[src/rtl/axi4_lite_master_bridge.sv]
// Core data-port to AXI4-Lite master bridge, one transaction in flight.
// Unmapped addresses are answered locally with an error.
//
// Ports:
//   clk, rst_n        clock, async active-low reset
//   cpu_req/we/addr/wdata/wstrb
//                     core request, held until cpu_ready
//   cpu_ready/rdata/err
//                     one-cycle completion with result
//   m_aw*, m_w*, m_b* AXI4-Lite write channels
//   m_ar*, m_r*       AXI4-Lite read channels

package axi4_lite_addr_map_package;

    localparam int ADDR_WIDTH = 32;
    localparam int DATA_WIDTH = 32;
    localparam int SLAVE_NUM  = 2;

    // Entry 0: 0x000-0x0FF, entry 1: 0x100-0x1FF.
    localparam logic [SLAVE_NUM-1:0][ADDR_WIDTH-1:0]
        SLAVE_BASE_ADDR = {32'h0000_0100, 32'h0000_0000};

    localparam logic [SLAVE_NUM-1:0][ADDR_WIDTH-1:0]
        SLAVE_ADDR_MASK = {32'hFFFF_FF00, 32'hFFFF_FF00};

endpackage

module axi4_lite_master_bridge #(
    parameter int ADDR_WIDTH = 32,
    parameter int DATA_WIDTH = 32,
    parameter int STRB_WIDTH = DATA_WIDTH / 8
) (
    input  logic                  clk,
    input  logic                  rst_n,

    input  logic                  cpu_req,
    input  logic                  cpu_we,
    input  logic [ADDR_WIDTH-1:0] cpu_addr,
    input  logic [DATA_WIDTH-1:0] cpu_wdata,
    input  logic [STRB_WIDTH-1:0] cpu_wstrb,
    output logic                  cpu_ready,
    output logic [DATA_WIDTH-1:0] cpu_rdata,
    output logic                  cpu_err,

    output logic [ADDR_WIDTH-1:0] m_awaddr,
    output logic                  m_awvalid,
    input  logic                  m_awready,
    output logic [DATA_WIDTH-1:0] m_wdata,
    output logic [STRB_WIDTH-1:0] m_wstrb,
    output logic                  m_wvalid,
    input  logic                  m_wready,
    input  logic [1:0]            m_bresp,
    input  logic                  m_bvalid,
    output logic                  m_bready,

    output logic [ADDR_WIDTH-1:0] m_araddr,
    output logic                  m_arvalid,
    input  logic                  m_arready,
    input  logic [DATA_WIDTH-1:0] m_rdata,
    input  logic [1:0]            m_rresp,
    input  logic                  m_rvalid,
    output logic                  m_rready
);

    localparam int SLV_N =
        axi4_lite_addr_map_package::SLAVE_NUM;

    localparam logic [2:0] IDLE    = 3'd0;
    localparam logic [2:0] WR_REQ  = 3'd1;
    localparam logic [2:0] WR_RESP = 3'd2;
    localparam logic [2:0] RD_ADDR = 3'd3;
    localparam logic [2:0] RD_DATA = 3'd4;
    localparam logic [2:0] DONE    = 3'd5;
    localparam logic [2:0] ERR     = 3'd6;

    logic [2:0]            state;
    logic [ADDR_WIDTH-1:0] addr_q;
    logic                  we_q;
    logic [DATA_WIDTH-1:0] wdata_q;
    logic [STRB_WIDTH-1:0] wstrb_q;
    logic [DATA_WIDTH-1:0] rdata_q;
    logic [1:0]            resp_q;
    logic                  aw_done;
    logic                  w_done;

    logic                  addr_hit;
    logic                  aw_fire;
    logic                  w_fire;
    logic                  aw_ok;
    logic                  w_ok;

    // Overlapping entries only matter as hit/miss,
    // so a plain OR over all entries is enough.
    always_comb begin
        addr_hit = 1'b0;
        for (int i = 0; i < SLV_N; i++) begin
            if ((cpu_addr &
                 axi4_lite_addr_map_package::SLAVE_ADDR_MASK[i]) ==
                axi4_lite_addr_map_package::SLAVE_BASE_ADDR[i])
                addr_hit = 1'b1;
        end
    end

    // Valid/ready outputs decode from registered state
    // and flags only; AXI inputs never reach them.
    assign m_awvalid = (state == WR_REQ) && !aw_done;
    assign m_wvalid  = (state == WR_REQ) && !w_done;
    assign m_bready  = (state == WR_RESP);
    assign m_arvalid = (state == RD_ADDR);
    assign m_rready  = (state == RD_DATA);

    assign m_awaddr  = addr_q;
    assign m_araddr  = addr_q;
    assign m_wdata   = wdata_q;
    assign m_wstrb   = wstrb_q;

    assign aw_fire   = m_awvalid && m_awready;
    assign w_fire    = m_wvalid && m_wready;
    assign aw_ok     = aw_done || aw_fire;
    assign w_ok      = w_done || w_fire;

    assign cpu_ready = (state == DONE) || (state == ERR);
    assign cpu_err   = (state == ERR) ||
                       ((state == DONE) && (resp_q != 2'b00));
    assign cpu_rdata = ((state == DONE) && !we_q) ?
                       rdata_q : '0;

    always_ff @(posedge clk or negedge rst_n) begin
        if (!rst_n) begin
            state   <= IDLE;
            addr_q  <= '0;
            we_q    <= 1'b0;
            wdata_q <= '0;
            wstrb_q <= '0;
            rdata_q <= '0;
            resp_q  <= 2'b00;
            aw_done <= 1'b0;
            w_done  <= 1'b0;
        end else begin
            case (state)
                IDLE: begin
                    if (cpu_req) begin
                        addr_q  <= cpu_addr;
                        we_q    <= cpu_we;
                        wdata_q <= cpu_wdata;
                        wstrb_q <= cpu_wstrb;
                        aw_done <= 1'b0;
                        w_done  <= 1'b0;
                        if (!addr_hit)
                            state <= ERR;
                        else if (cpu_we)
                            state <= WR_REQ;
                        else
                            state <= RD_ADDR;
                    end
                end
                WR_REQ: begin
                    if (aw_fire)
                        aw_done <= 1'b1;
                    if (w_fire)
                        w_done <= 1'b1;
                    if (aw_ok && w_ok)
                        state <= WR_RESP;
                end
                WR_RESP: begin
                    if (m_bvalid) begin
                        resp_q <= m_bresp;
                        state  <= DONE;
                    end
                end
                RD_ADDR: begin
                    if (m_arready)
                        state <= RD_DATA;
                end
                RD_DATA: begin
                    if (m_rvalid) begin
                        rdata_q <= m_rdata;
                        resp_q  <= m_rresp;
                        state   <= DONE;
                    end
                end
                DONE:    state <= IDLE;
                ERR:     state <= IDLE;
                default: state <= IDLE;
            endcase
        end
    end

endmodule

[config.mk]
export PLATFORM = sky130hd
export DESIGN_NAME = axi4_lite_master_bridge
export DESIGN_NICKNAME = d
export VERILOG_FILES = /design/src/rtl/axi4_lite_master_bridge.sv
export SDC_FILE = /design/constraint.sdc
export NUM_CORES = 1
export LEC_CHECK = 0
export CAP_MARGIN = 20
export CORE_MARGIN = 3
export CORE_UTILIZATION = 39
export DETAILED_ROUTE_END_ITERATION = 6
export PLACE_DENSITY = 0.8
export SYNTH_ARGS = -nofsm -noshare
export SYNTH_HDL_FRONTEND = slang
export SYNTH_SLANG_ARGS = --single-unit
export TNS_END_PERCENT = 5
[constraint.sdc]
create_clock -name clk -period 2.6 [get_ports clk]
set_input_delay 0.26 -clock clk [delete_from_list [all_inputs] [get_ports clk]]
set_output_delay 0.26 -clock clk [all_outputs]
set_load 0.1 [all_outputs]
==> results.ini, run 1 <==
[setup_path]
critPathMaxFanout=32
cp.arrival_ns=1.98
cp_cell_sequence=nand2b_1 > nor3b_2 > buf_4 > and2_1 > buf_12
cp_slowest_cell=dfrtp_1
max_stage_delay_ns=0.48
path_class=flop to primary output
endpoint_kind=primary output
start_kind=flop
critical_path_required_ns=2.34

[synthesis]
synthTopCellsByArea=dfrtp_1, mux2_1, buf_4
avgSynthCellArea_um2=13.6
yosys.cell_types.count=28
yosysMostFrequentCell=dfrtp_1
synthTopCellsByCount=dfrtp_1, mux2_1, and2_1
syn_area_mm2=0.00471
synth_flop_cell=dfrtp_1
async_flop_share_pct=100
yosysSeqAreaShare_pct=57.4
ys.warnings.count=0
syn_nets=460
netlist.area_leader.share_pct=57.4
synth-seq-cells=108
synth.largest_area_cell=dfrtp_1
netlist_instances=347
synth_edf_count=0

[clock_network]
insertion_delay_ns=0.34
htreeDepth=3
cts_tree=built
clock_sinks=108
cts_buffers=9
cts_setup_buffers=0
clock_tree.root_cell=clkbuf_16
cts_max_path_buffers=2
clk_pin_slew_worst_paths_ns=0.07

[detailed_routing]
drt-initial-drc-count=81
avgRoutedWirePerCell_um=17.0
drc=0
vias_per_cell=4.86
vias=3456
wl_um=12100
drtAntennaViolNets=0
first_pass_iters=4

[sta]
tightestPinTransition_ns=0.462
max_slew_margin_pct=69.2
rsz0062_at_grt=false
setup_viol=0
period_minus_slack_ns=2.24
timing.final.crit_share_pct=86.3
hold_viol_final=0
slew_violations=0
fin_skew_ns=0.00642
fmax_mhz=445
hold_ws_ns=0.423

[die]
die_area_mm2=0.0134
coreArea_mm2=0.0116
rows=39
initial_utilization_pct=40.6
ios=252
die_width_um=116
die_h_um=116

[final_layout]
final_nets=679
drive_above_1_share_pct=29.6
syn2layout_area_growth_pct=59.8
diodes=0
postLayoutCoreUtil_pct=64.8

[placed_design]
io_buffers=251
post-dp-hpwl_um=9450
place_congestion=0.770

[global_routing]
grt_pass1_wl_um=18400
grt_pass1_vias=3587
track_usage_pct=17.6
grt.overflow.total=0
grt_max_degree=51
antenna_found_initial=0

[worst_hold_path]
worst_hold_path_type=input port to async pin

[job]
cap_violations=0

[outcome]
outcome=complete, no violations

==> layer usage <==
metal / part of all wire [%] / vias to the layer above / track usage [%]
met5: 0 / - / 0
met4: 1.7 / 0 / 4.80
met3: 8.7 / 16 / 6.37
met2: 53 / 140 / 31.3
met1: 37 / 1708 / 20.0
li1: - / 1592 / -
==> worst max-delay path, delay by kind of cell, from the launching register on <==
kind,cells,cell delay (ns)
AND/OR/NAND/NOR,3,0.68
buffers and inverters,2,0.49
flip-flops,1,0.48
==> per-stage QoR <==
| step | setup TNS (ns) | setup WS, ns | cells | area, um2 |
|---|---|---|---|---|
| finish | 0 | 0.355 | 711 | 7530 |
| floorplan | -0.534 | -0.267 | 347 | 4710 |
| global placement | 0 | 0.598 | 697 | 7210 |
| global route | 0 | 0.223 | 711 | 7530 |
| CTS | 0 | 0.311 | 711 | 7530 |
| detailed placement | 0 | 0.583 | 697 | 7210 |
==> repair_timing <==
action	4_1_cts	5_1_grt
resized for setup	0	0
hold endpoints to repair	32	0
hold buffers	1	0
==> final cells by class <==
class	count	area, um2
tap	143	179
clock buffer	11	253
multi-input combinational	188	1690
inverter	1	3.75
clock inverter	2	60.1
sequential	108	2700
fill	910	4080
timing repair buffer	258	2640
==> flip-flops by register name, indices dropped and copies added, names as in the netlist <==
register / count
m_araddr: 32
m_wdata: 32
rdata_q: 32
m_wstrb: 4
state: 3
resp_q: 2
aw_done: 1
w_done: 1
we_q: 1
==> logic make-up (layout without fill, tap and decap cells) <==
kind of cell / after synthesis / in the layout / synth area share, %
AO/OA/AOI/OAI: 10 / 10 / 1.46
buffers and inverters: 51 / 272 / 7.01
flip-flops: 108 / 108 / 57.4
multiplexers: 106 / 106 / 25.3
AND/OR/NAND/NOR: 72 / 72 / 8.84
==> cells in the final DEF (no fill, tap or decap), drive strengths merged <==
| cell | count |
|---|---|
| and3 | 1 |
| nor4 | 5 |
| a211o | 3 |
| nand2 | 4 |
| clkbuf | 11 |
| dfrtp | 108 |
| a21boi | 1 |
| nor2 | 13 |
| or3b | 1 |
| nor3 | 4 |
| clkdlybuf4s50 | 111 |
| bufinv | 2 |
| a311o | 1 |
| mux2 | 105 |
| nand3 | 1 |
| nor3b | 1 |
| and2 | 35 |
| mux2i | 1 |
| buf | 146 |
| nand2b | 3 |
| inv | 1 |
| dlygate4sd3 | 1 |
| a21oi | 2 |
| or3 | 2 |
| o21ai | 3 |
| nand4 | 2 |
==> path summary, 6_finish.rpt <==
kind | from | endpoint | slack, ns | cells past startpoint
worst max-delay path | state[1] | cpu_rdata[17] | 0.36 | 5
worst min-delay path | rst_n | w_done | 0.42 | 2
worst max register to register | state[0] | state[2] | 0.66 | 5
worst min register to register | rdata_q[18] | rdata_q[18] | 0.48 | 1
max in group asynchronous | rst_n | m_wdata[23] | 1.47 | 3
min in group clk | rdata_q[18] | rdata_q[18] | 0.48 | 1
Power of run 1 is not shown: default switching activity piles up to over one toggle a cycle in this logic, so the estimate is an artifact.
==> run 2, diff against run 1 <==
--- a/config.mk
+++ b/config.mk
@@ -6,7 +6,7 @@
 export NUM_CORES = 1
 export LEC_CHECK = 0
 export CAP_MARGIN = 20
-export CORE_MARGIN = 3
+export CORE_MARGIN = 5
 export CORE_UTILIZATION = 39
 export DETAILED_ROUTE_END_ITERATION = 6
 export PLACE_DENSITY = 0.8
==> run 2 against run 1 <==
Compared with the run above: the flow now finishes with violations (hold timing); hold slack got worse by 0.44 ns; final area rose by 0.27%; cell count grew 0.70%; critical path type unchanged; critical endpoint is now cpu_rdata[3]; largest cell class unchanged; highest routed layer unchanged.
==> results.ini, run 2 (same netlist as run 1, synthesis figures left out) <==
[outcome]
outcome=complete, but fails checks
violations=hold timing

[setup_path]
critical_path_required_ns=2.34  ; about the same
endpoint_kind=primary output
cp_slowest_cell=dfrtp_1
max_stage_delay_ns=0.50  ; +0.02 ns
cp.arrival_ns=2.07  ; +0.09 ns
start_kind=flop
cp-startpoint=state[1]
path_class=flop to primary output
r2r-start=state[0]
critPathMaxFanout=22  ; -31%
cp_cell_sequence=nand2b_1 > nor3b_2 > buf_4 > and2_1 > buf_12

[clock_network]
clock_sinks=108  ; unchanged
clk_pin_slew_worst_paths_ns=0.07  ; about the same
insertion_delay_ns=0.34  ; about the same
htreeDepth=3  ; unchanged
cts_buffers=9  ; unchanged
post_cts_resized=0  ; unchanged
cts_max_path_buffers=2  ; unchanged
clock_tree.root_cell=clkbuf_16
cts_tree=built
cts_setup_buffers=0  ; unchanged
postCtsHoldBufs=0  ; -1

[sta]
hold_viol_final=15  ; +15
worst_slack_ns=0.269  ; -0.0859 ns
setup_viol=0  ; unchanged
rsz0062_at_grt=false
timing.final.crit_share_pct=89.6  ; +3.3 points
slew_violations=0  ; unchanged
fin_skew_ns=0.0104  ; +0.00401 ns
tightestPinTransition_ns=0.756  ; +0.294 ns
hold_ws_ns=-0.0189  ; -0.442 ns
max_slew_margin_pct=49.6  ; -20 points
fmax_mhz=429  ; -3.7%
period_minus_slack_ns=2.33  ; +0.0859 ns

[die]
die_h_um=120  ; +3.5%
initial_utilization_pct=39.5  ; -1.0 points
die_width_um=120  ; +3.5%
rows=40  ; +2.6%
die_area_mm2=0.0144  ; +7.0%
ios=252  ; unchanged
coreArea_mm2=0.0119  ; +2.6%

[final_layout]
syn2layout_area_growth_pct=60.3
final_nets=677  ; -0.29%
drive_above_1_share_pct=29.7  ; +0.12 points
design_area_mm2=0.00755  ; +0.27%
postLayoutCoreUtil_pct=63.4  ; -1.5 points
final_cell_mix=clkdlybuf4s50_1, buf_4, dfrtp_1
diodes=0  ; unchanged

[job]
cap_violations=0  ; unchanged

[placed_design]
post-dp-hpwl_um=9770  ; +3.4%
place_congestion=0.784  ; +1.8%
dpl_cell_area_mm2=0.00720  ; about the same
dp_slack_ns=0.618  ; +0.0356 ns
io_buffers=251  ; unchanged

[detailed_routing]
drc=0  ; unchanged
avgRoutedWirePerCell_um=17.3  ; +2.2%
drtAntennaViolNets=0  ; unchanged
drt-initial-drc-count=145  ; +79%
vias_per_cell=4.85  ; -0.30%
first_pass_iters=4  ; unchanged
wl_um=12400  ; +3.0%
vias=3470  ; +0.41%

[global_routing]
grt_max_degree=72  ; +41%
grt_pass1_wl_um=20000  ; +8.7%
grt.overflow.total=0  ; unchanged
antenna_found_initial=0  ; unchanged
grt_pass1_vias=3861  ; +7.6%
track_usage_pct=17.4  ; -0.20 points

[worst_hold_path]
worst_hold_path_type=input port to async pin

## run 2: changes by cell type in the layout (fill, tap and decap cells not counted)
cell,before,now
inv_6,0,3
clkbuf_8,2,0
buf_4,112,111
bufinv_16,2,3
clkbuf_1,0,1
dlygate4sd3_1,1,0
## run 2: path summary, 6_finish.rpt
path	endpoint	slack, ns	cells past startpoint
min in group clk	rdata_q[23]	0.48	1
hold reg to reg	rdata_q[23]	0.48	1
hold / removal	m_wdata[4]	-0.02	1
max in group asynchronous	rdata_q[13]	1.88	2
setup reg to reg	state[2]	0.64	5
setup / recovery	cpu_rdata[3]	0.27	5
## run 2: layout make-up
cell class	count	area, um2
clock buffers	10	229
clock inverters	6	116
fillers	921	4360
inverters	1	3.75
multi-input cells	188	1690
flip-flops and latches	108	2700
well taps	147	184
repair buffers	256	2630
## run 2: worst max-delay path, delay by kind of cell (launching register included)
family / cells / cell delay (ns)
AND/OR/NAND/NOR: 3 / 0.78
buffers and inverters: 2 / 0.45
flip-flops: 1 / 0.50
## run 2: layer usage
metal / global-route usage, % / part of all wire, %
met5: 0 / 0
met4: 6.01 / 2.1
met3: 7.78 / 10
met2: 29.8 / 51
met1: 19.2 / 37
## run 2: metrics by stage
step | setup TNS, ns | std cells
after floorplan | -0.534 | 347
after global placement | 0 | 700
after detailed placement | 0 | 700
after CTS | 0 | 716
after global routing | 0 | 716
final | 0 | 716
Power of run 2 is left out for the same reason.
==> run 3, diff against run 2 <==
--- a/config.mk
+++ b/config.mk
@@ -9,6 +9,7 @@
 export CORE_MARGIN = 5
 export CORE_UTILIZATION = 39
 export DETAILED_ROUTE_END_ITERATION = 6
+export GPL_ROUTABILITY_DRIVEN = 0
 export PLACE_DENSITY = 0.8
 export SYNTH_ARGS = -nofsm -noshare
 export SYNTH_HDL_FRONTEND = slang
==> results of run 3 <==
No change in the layout: final DEF, timing and power equal those of run 2.
Power of run 3 is left out for the same reason.
